--- config.mk ---
export PLATFORM = sky130hd
export DESIGN_NAME = uart_tx_param_flat
export DESIGN_NICKNAME = d
export VERILOG_FILES = /design/src/rtl/uart_pkg.sv /design/src/rtl/uart_tx_param_if.sv /design/src/rtl/uart_baud_gen.sv /design/src/rtl/uart_tx_param.sv /design/src/flat_wrapper.sv
export SDC_FILE = /design/constraint.sdc
export NUM_CORES = 1
export LEC_CHECK = 0
export CAP_MARGIN = 0
export CELL_PAD_IN_SITES_DETAIL_PLACEMENT = 0
export CELL_PAD_IN_SITES_GLOBAL_PLACEMENT = 2
export CORE_UTILIZATION = 38
export CTS_CLUSTER_SIZE = 40
export DETAILED_ROUTE_END_ITERATION = 8
export PLACE_DENSITY_LB_ADDON = 0.12
export SYNTH_ARGS = -nofsm -noshare
export SYNTH_HDL_FRONTEND = slang
export SYNTH_SLANG_ARGS = --single-unit
export TNS_END_PERCENT = 5
--- constraint.sdc ---
create_clock -name clk -period 3.2 [get_ports clk]
set_input_delay 0.48 -clock clk [delete_from_list [all_inputs] [get_ports clk]]
set_output_delay 0.48 -clock clk [all_outputs]
set_load 0.02 [all_outputs]
--- src/rtl/uart_pkg.sv ---
// Shared UART definitions: FSM state encoding and the baud-counter width helper,
// common to uart_tx_param and the receiver that will reuse them.
package uart_pkg;

  typedef enum logic [2:0] {
    IDLE   = 3'd0,
    START  = 3'd1,
    DATA   = 3'd2,
    PARITY = 3'd3,
    STOP   = 3'd4
  } uart_state_e;

  // Width of a counter running 0..clks_per_bit-1; never narrower than one bit.
  function automatic int baud_width(input int clks_per_bit);
    return (clks_per_bit <= 2) ? 1 : $clog2(clks_per_bit);
  endfunction

endpackage

--- src/rtl/uart_tx_param_if.sv ---
// Producer-side handshake and line outputs of the parametrised UART transmitter.
// master = byte producer, slave = transmitter.
interface uart_tx_param_if #(
  parameter int DATA_BITS = 8
);
  logic [DATA_BITS-1:0] tx_data;
  logic                 tx_valid;
  logic                 tx_ready;
  logic                 tx_busy;
  logic                 txdone;
  logic                 tx;

  modport master (
    output tx_data,
    output tx_valid,
    input  tx_ready,
    input  tx_busy,
    input  txdone,
    input  tx
  );

  modport slave (
    input  tx_data,
    input  tx_valid,
    output tx_ready,
    output tx_busy,
    output txdone,
    output tx
  );
endinterface

--- src/rtl/uart_baud_gen.sv ---
// Bit-period counter: counts 0..CLKS_PER_BIT-1 while run is high, wraps at bit end,
// and restarts from zero on a synchronous clear. Also used by the receiver.
module uart_baud_gen
  import uart_pkg::*;
#(
  parameter int CLKS_PER_BIT = 868
) (
  input  logic clk,
  input  logic rst_n,
  input  logic clear,
  input  logic run,
  output logic bit_end,
  output logic bit_end_next
);

  localparam int            CW   = baud_width(CLKS_PER_BIT);
  localparam logic [CW-1:0] LAST = CW'(CLKS_PER_BIT - 1);

  logic [CW-1:0] cnt_reg;
  logic [CW-1:0] cnt_next;

  always_comb begin
    cnt_next = '0;
    if (!clear && run && (cnt_reg != LAST)) begin
      cnt_next = cnt_reg + CW'(1);
    end
  end

  always_ff @(posedge clk or negedge rst_n) begin
    if (!rst_n) begin
      cnt_reg <= '0;
    end else begin
      cnt_reg <= cnt_next;
    end
  end

  assign bit_end      = run && (cnt_reg == LAST);
  // Lets the owner register outputs that must be high during the last cycle of a bit.
  assign bit_end_next = (cnt_next == LAST);

endmodule

--- src/rtl/uart_tx_param.sv ---
// Parametrised UART transmitter: start, DATA_BITS LSB-first, optional parity, 1..2 stop bits.
// Define UART_TX_PARITY_EN to insert the parity bit (sense chosen by PARITY_ODD).
module uart_tx_param
  import uart_pkg::*;
#(
  parameter int CLKS_PER_BIT = 868,
  parameter int DATA_BITS    = 8,
  parameter int STOP_BITS    = 1,
  parameter int PARITY_ODD   = 0
) (
  input  logic            clk,
  input  logic            rst_n,
  uart_tx_param_if.slave  bus
);

  localparam int               BIT_W     = $clog2(DATA_BITS + 1);
  localparam logic [BIT_W-1:0] LAST_BIT  = BIT_W'(DATA_BITS - 1);
  localparam logic             LAST_STOP = 1'(STOP_BITS - 1);

  uart_state_e          state_reg, state_next;
  logic [DATA_BITS-1:0] shift_reg, shift_next;
  logic [BIT_W-1:0]     bit_cnt_reg, bit_cnt_next;
  logic                 stop_cnt_reg, stop_cnt_next;
`ifdef UART_TX_PARITY_EN
  logic                 parity_reg, parity_next;
`endif

  logic tx_reg, tx_next;
  logic ready_reg, ready_next;
  logic busy_reg, busy_next;
  logic done_reg, done_next;

  logic accept;
  logic run;
  logic bit_end;
  logic bit_end_next;

  assign accept = bus.tx_valid && ready_reg;
  assign run    = (state_reg != IDLE);

  uart_baud_gen #(
    .CLKS_PER_BIT (CLKS_PER_BIT)
  ) u_baud (
    .clk          (clk),
    .rst_n        (rst_n),
    .clear        (accept),
    .run          (run),
    .bit_end      (bit_end),
    .bit_end_next (bit_end_next)
  );

  // State and datapath registers.
  always_ff @(posedge clk or negedge rst_n) begin
    if (!rst_n) begin
      state_reg    <= IDLE;
      shift_reg    <= '0;
      bit_cnt_reg  <= '0;
      stop_cnt_reg <= 1'b0;
`ifdef UART_TX_PARITY_EN
      parity_reg   <= 1'b0;
`endif
    end else begin
      state_reg    <= state_next;
      shift_reg    <= shift_next;
      bit_cnt_reg  <= bit_cnt_next;
      stop_cnt_reg <= stop_cnt_next;
`ifdef UART_TX_PARITY_EN
      parity_reg   <= parity_next;
`endif
    end
  end

  // Next-state and datapath update.
  always_comb begin
    state_next    = state_reg;
    shift_next    = shift_reg;
    bit_cnt_next  = bit_cnt_reg;
    stop_cnt_next = stop_cnt_reg;
`ifdef UART_TX_PARITY_EN
    parity_next   = parity_reg;
`endif

    case (state_reg)
      IDLE: begin
        state_next = IDLE;
      end
      START: begin
        if (bit_end) begin
          state_next = DATA;
        end
      end
      DATA: begin
        if (bit_end) begin
          shift_next  = shift_reg >> 1;
`ifdef UART_TX_PARITY_EN
          parity_next = parity_reg ^ shift_reg[0];
`endif
          if (bit_cnt_reg == LAST_BIT) begin
            bit_cnt_next = '0;
`ifdef UART_TX_PARITY_EN
            state_next   = PARITY;
`else
            state_next   = STOP;
`endif
          end else begin
            bit_cnt_next = bit_cnt_reg + BIT_W'(1);
          end
        end
      end
`ifdef UART_TX_PARITY_EN
      PARITY: begin
        if (bit_end) begin
          state_next = STOP;
        end
      end
`endif
      STOP: begin
        if (bit_end) begin
          if (stop_cnt_reg == LAST_STOP) begin
            stop_cnt_next = 1'b0;
            state_next    = IDLE;
          end else begin
            stop_cnt_next = 1'b1;
          end
        end
      end
      default: begin
        state_next = IDLE;
      end
    endcase

    // ready is only high in IDLE or the final stop cycle, so an accept always starts a fresh frame.
    if (accept) begin
      state_next    = START;
      shift_next    = bus.tx_data;
      bit_cnt_next  = '0;
      stop_cnt_next = 1'b0;
`ifdef UART_TX_PARITY_EN
      parity_next   = 1'b0;
`endif
    end
  end

  // Outputs are decoded from the next state so that the registered copies line up with it.
  always_comb begin
    tx_next    = 1'b1;
    done_next  = (state_next == STOP) && (stop_cnt_next == LAST_STOP) && bit_end_next;
    ready_next = (state_next == IDLE) || done_next;
    busy_next  = (state_next != IDLE);
    case (state_next)
      START:   tx_next = 1'b0;
      DATA:    tx_next = shift_next[0];
`ifdef UART_TX_PARITY_EN
      PARITY:  tx_next = parity_next ^ 1'(PARITY_ODD);
`endif
      default: tx_next = 1'b1;
    endcase
  end

  always_ff @(posedge clk or negedge rst_n) begin
    if (!rst_n) begin
      tx_reg    <= 1'b1;
      ready_reg <= 1'b1;
      busy_reg  <= 1'b0;
      done_reg  <= 1'b0;
    end else begin
      tx_reg    <= tx_next;
      ready_reg <= ready_next;
      busy_reg  <= busy_next;
      done_reg  <= done_next;
    end
  end

  assign bus.tx       = tx_reg;
  assign bus.tx_ready = ready_reg;
  assign bus.tx_busy  = busy_reg;
  assign bus.txdone   = done_reg;

endmodule

--- src/flat_wrapper.sv ---
// flat-port wrapper written by rule: the top's interface ports become plain ports
module uart_tx_param_flat import uart_pkg::*;
#(
  parameter int CLKS_PER_BIT = 868,
  parameter int DATA_BITS    = 8,
  parameter int STOP_BITS    = 1,
  parameter int PARITY_ODD   = 0
)
  (clk, rst_n, bus_tx_data, bus_tx_valid, bus_tx_ready, bus_tx_busy, bus_txdone, bus_tx);
  uart_tx_param_if #(.DATA_BITS(DATA_BITS)) bus_i ();
  input  logic clk;
  input  logic rst_n;
  input wire logic [$bits(bus_i.tx_data)-1:0] bus_tx_data;
  input wire logic [$bits(bus_i.tx_valid)-1:0] bus_tx_valid;
  output wire logic [$bits(bus_i.tx_ready)-1:0] bus_tx_ready;
  output wire logic [$bits(bus_i.tx_busy)-1:0] bus_tx_busy;
  output wire logic [$bits(bus_i.txdone)-1:0] bus_txdone;
  output wire logic [$bits(bus_i.tx)-1:0] bus_tx;
  assign bus_i.tx_data = bus_tx_data;
  assign bus_i.tx_valid = bus_tx_valid;
  assign bus_tx_ready = bus_i.tx_ready;
  assign bus_tx_busy = bus_i.tx_busy;
  assign bus_txdone = bus_i.txdone;
  assign bus_tx = bus_i.tx;
  uart_tx_param #(.CLKS_PER_BIT(CLKS_PER_BIT), .DATA_BITS(DATA_BITS), .STOP_BITS(STOP_BITS), .PARITY_ODD(PARITY_ODD)) u_core (.clk(clk), .rst_n(rst_n), .bus(bus_i));
endmodule
==> run_results.csv <==
group,metric,value,unit
synthesis,synth.area.top_cells,"dfrtp_1, mux2i_1, nand2_1",
setup_path,worstPathRequired,3.41,ns
clock_network,cts-buffers-inserted,5,
clock_network,postCtsResizedCells,0,
timing,relSlewSlack,58.3,%
finish,design_area,1830,µm²
finish,syn2layout_area_growth,23.9,%
status,outcome,"finished, final reports clean",
finish,num_antenna_cells,0,
place,place_inst,212,
synthesis,synth.avg_cell_area,9.78,µm²
setup_path,critPathLaunch,"u_core.u_baud.cnt_reg[0]$_DFF_PN0_",
timing,fin_ws,0.942,ns
setup_path,r2r_slack,0.94,ns
place,hpwl,2180,µm
synthesis,ys_types,40,
synthesis,synth_area,1480,µm²
routing,drc_errors,0,
routing,dr.pass1.iters,4,
global_routing,antenna_found_initial,0,
clock_network,clock_latency,0.28,ns
finish,fin_nets,184,
finish,stdcell_count,220,
power,powerDensity,644,nW/µm²
setup_path,end_kind,"flop",
setup_path,rr_endpoint,"u_core.bit_cnt_reg[3]$_DFFE_PN0P_",
power,p_leak,0.808,nW
synthesis,yosysWarnings,0,
synthesis,ys_seq_area_share,51.0,%
finish,layout.cells.most_common_list,"dfrtp_1, nand2_1, nor2_1",
routing,routedWlPerCell,14.0,µm
run,drv_cap,0,
setup_path,cp-start-kind,"flop",
routing,routed-via-count,1149,
global_routing,grt_max_degree,21,
finish,layout-drive-gt1-share,11.6,%
timing,finalHoldViolations,0,
clock_network,cts_max_level,2,
power,ir_drop,0.000346,V
global_routing,grt_overflow_total,0,
clock_network,cts_tree,"built",
routing,wl,3080,µm
routing,viasPerCell,5.22,
synthesis,synth_flop_cell,"dfrtp_1",
floorplanning,num_rows,22,
global_routing,grt_usage,17.6,%
floorplanning,die_area,4140,µm²
floorplanning,start_util,40.0,%
setup_path,rr_worst_depth,6,
timing,fin_worst_skew,0.00382,ns
synthesis,syn-num-nets,164,
setup_path,r2r-start,"u_core.u_baud.cnt_reg[0]$_DFF_PN0_",
clock_network,clock-sinks,30,
synthesis,synth-edff-count,0,
timing,final.setup.tns,0,ns
floorplanning,core_area,3690,µm²
synthesis,netlist.area_leader.share,47.5,%
clock_network,cts_buffer_depth,2,
finish,largest_register_ffs,10,
place,placed_cell_area,1690,µm²
timing,setup_viol,0,
worst_hold_path,hold_class,"flop to flop",
synthesis,netlist_instances,151,
routing,ant_nets,0,
place,routabilityCongestion,0.810,
setup_path,worstSetupEndpoint,"u_core.bit_cnt_reg[3]$_DFFE_PN0P_",
timing,max_freq,0.443,GHz
timing,tightest_slew,0.623,ns
setup_path,arrival,2.47,ns
timing,min_period,2.26,ns
floorplanning,die-height,64.3,µm
floorplanning,die_w,64.3,µm
timing,period_share,70.6,%
global_routing,grt_pass1_wl,5290,µm
clock_network,root_buffer,"clkbuf_8",
setup_path,path_max_fanout,11,
place,pre_cts_slack,0.925,ns
clock_network,post-cts-setup-buffers,0,
finish,layout_commonest_cell,"dfrtp_1",
timing,rsz0062_at_grt,"false",
setup_path,crit_type,"flop to flop",
clock_network,postCtsHoldBufs,0,
floorplanning,ios,15,
synthesis,synth_area_leader_cell,"dfrtp_1",
synthesis,async_reset_ff_share,100,%
power,power.total,1.18,mW
clock_network,cts.clk_slew.worst_paths,0.07,ns
timing,report.final.slew_viol_count,0,
routing,drtIter0Drc,47,
place,io_buffers,14,
global_routing,grt_pass1_vias,1114,
synthesis,ys_seq_elements,30,
==> power breakdown <==
group / total, mW / internal, mW / leakage, nW / switching (mW)
sequential: 0.518 / 0.452 / 0.380 / 0.0658
combinational: 0.186 / 0.0876 / 0.356 / 0.0989
clock: 0.473 / 0.332 / 0.0714 / 0.141
==> per-stage QoR <==
| stage | hold slack (ns) | utilization [%] |
|---|---|---|
| after floorplan | 0.184 | - |
| final | 0.509 | 49.6 |
| after global routing | 0.527 | 49.6 |
| after detailed placement | 0.503 | 45.7 |
| after global placement | 0.487 | 45.7 |
| after CTS | 0.517 | 49.6 |
==> per-layer routing <==
| layer | track usage, % | part of all wire, % | up-vias |
|---|---|---|---|
| met5 | 0 | 0 | - |
| met4 | 8.61 | 1.5 | 0 |
| met3 | 5.89 | 3.5 | 5 |
| met2 | 26.1 | 45 | 26 |
| met1 | 22.9 | 50 | 551 |
| li1 | - | - | 567 |
==> cells by family (layout without fill, tap and decap cells) <==
kind of cell               count (synthesis)  after routing  share of synthesized area (%)
buffers and inverters                     10             31                           2.63
AOI/OAI and AO/OA                         29             29                           12.2
and+or+nand+nor                           67             67                           24.2
DFF                                       30             30                           51.0
xor gates and xnor gates                   6              6                           3.56
adders and majority gates                  2              2                           1.69
muxes                                      7              7                           4.75
==> worst min-delay path by stage <==
| stage | start | endpoint | cells after the start |
|---|---|---|---|
| after floorplan | rst_n | u_core.bit_cnt_reg[0]$_DFFE_PN0P_ | 0 |
| after global placement | u_core.u_baud.cnt_reg[0]$_DFF_PN0_ | u_core.u_baud.cnt_reg[0]$_DFF_PN0_ | 1 |
| after detailed placement | u_core.shift_reg[7]$_DFFE_PN0P_ | u_core.shift_reg[7]$_DFFE_PN0P_ | 2 |
| after CTS | u_core.u_baud.cnt_reg[0]$_DFF_PN0_ | u_core.u_baud.cnt_reg[0]$_DFF_PN0_ | 1 |
| after global routing | u_core.u_baud.cnt_reg[0]$_DFF_PN0_ | u_core.u_baud.cnt_reg[0]$_DFF_PN0_ | 1 |
| final | u_core.shift_reg[7]$_DFFE_PN0P_ | u_core.shift_reg[7]$_DFFE_PN0P_ | 2 |
==> synthesized netlist by cell type, drive strengths merged (2+ instances only) <==
master and n:
nand3 7, nor2 15, nor2b 3, mux2i 7, inv 5, ha 2, nand2b 2, nor3b 2
a21oi 9, or4 2, nand2 17, nor3 3, o21ai 11, clkbuf 4, dfrtp 28, nand4 3
xnor2 4, xor2 2, a211oi 2, or3 3, and2 2, nand4b 2, dfstp 2
==> worst max-delay path, cell delays in order (launching register included) <==
cell	delay, ns
dfrtp_1	0.40
ha_1	0.28
nor3b_1	0.31
nand4_1	0.29
buf_4	0.28
or4_1	0.47
a21oi_1	0.14
==> layout make-up <==
| type | instances | area (µm²) |
|---|---|---|
| inverter | 5 | 18.8 |
| fill | 361 | 1860 |
| timing repair buffer | 18 | 170 |
| tap | 48 | 60.1 |
| clock buffer | 6 | 82.6 |
| multi-input combinational | 111 | 684 |
| sequential | 30 | 753 |
| clock inverter | 2 | 60.1 |
Power figures use the tool's default switching activity.
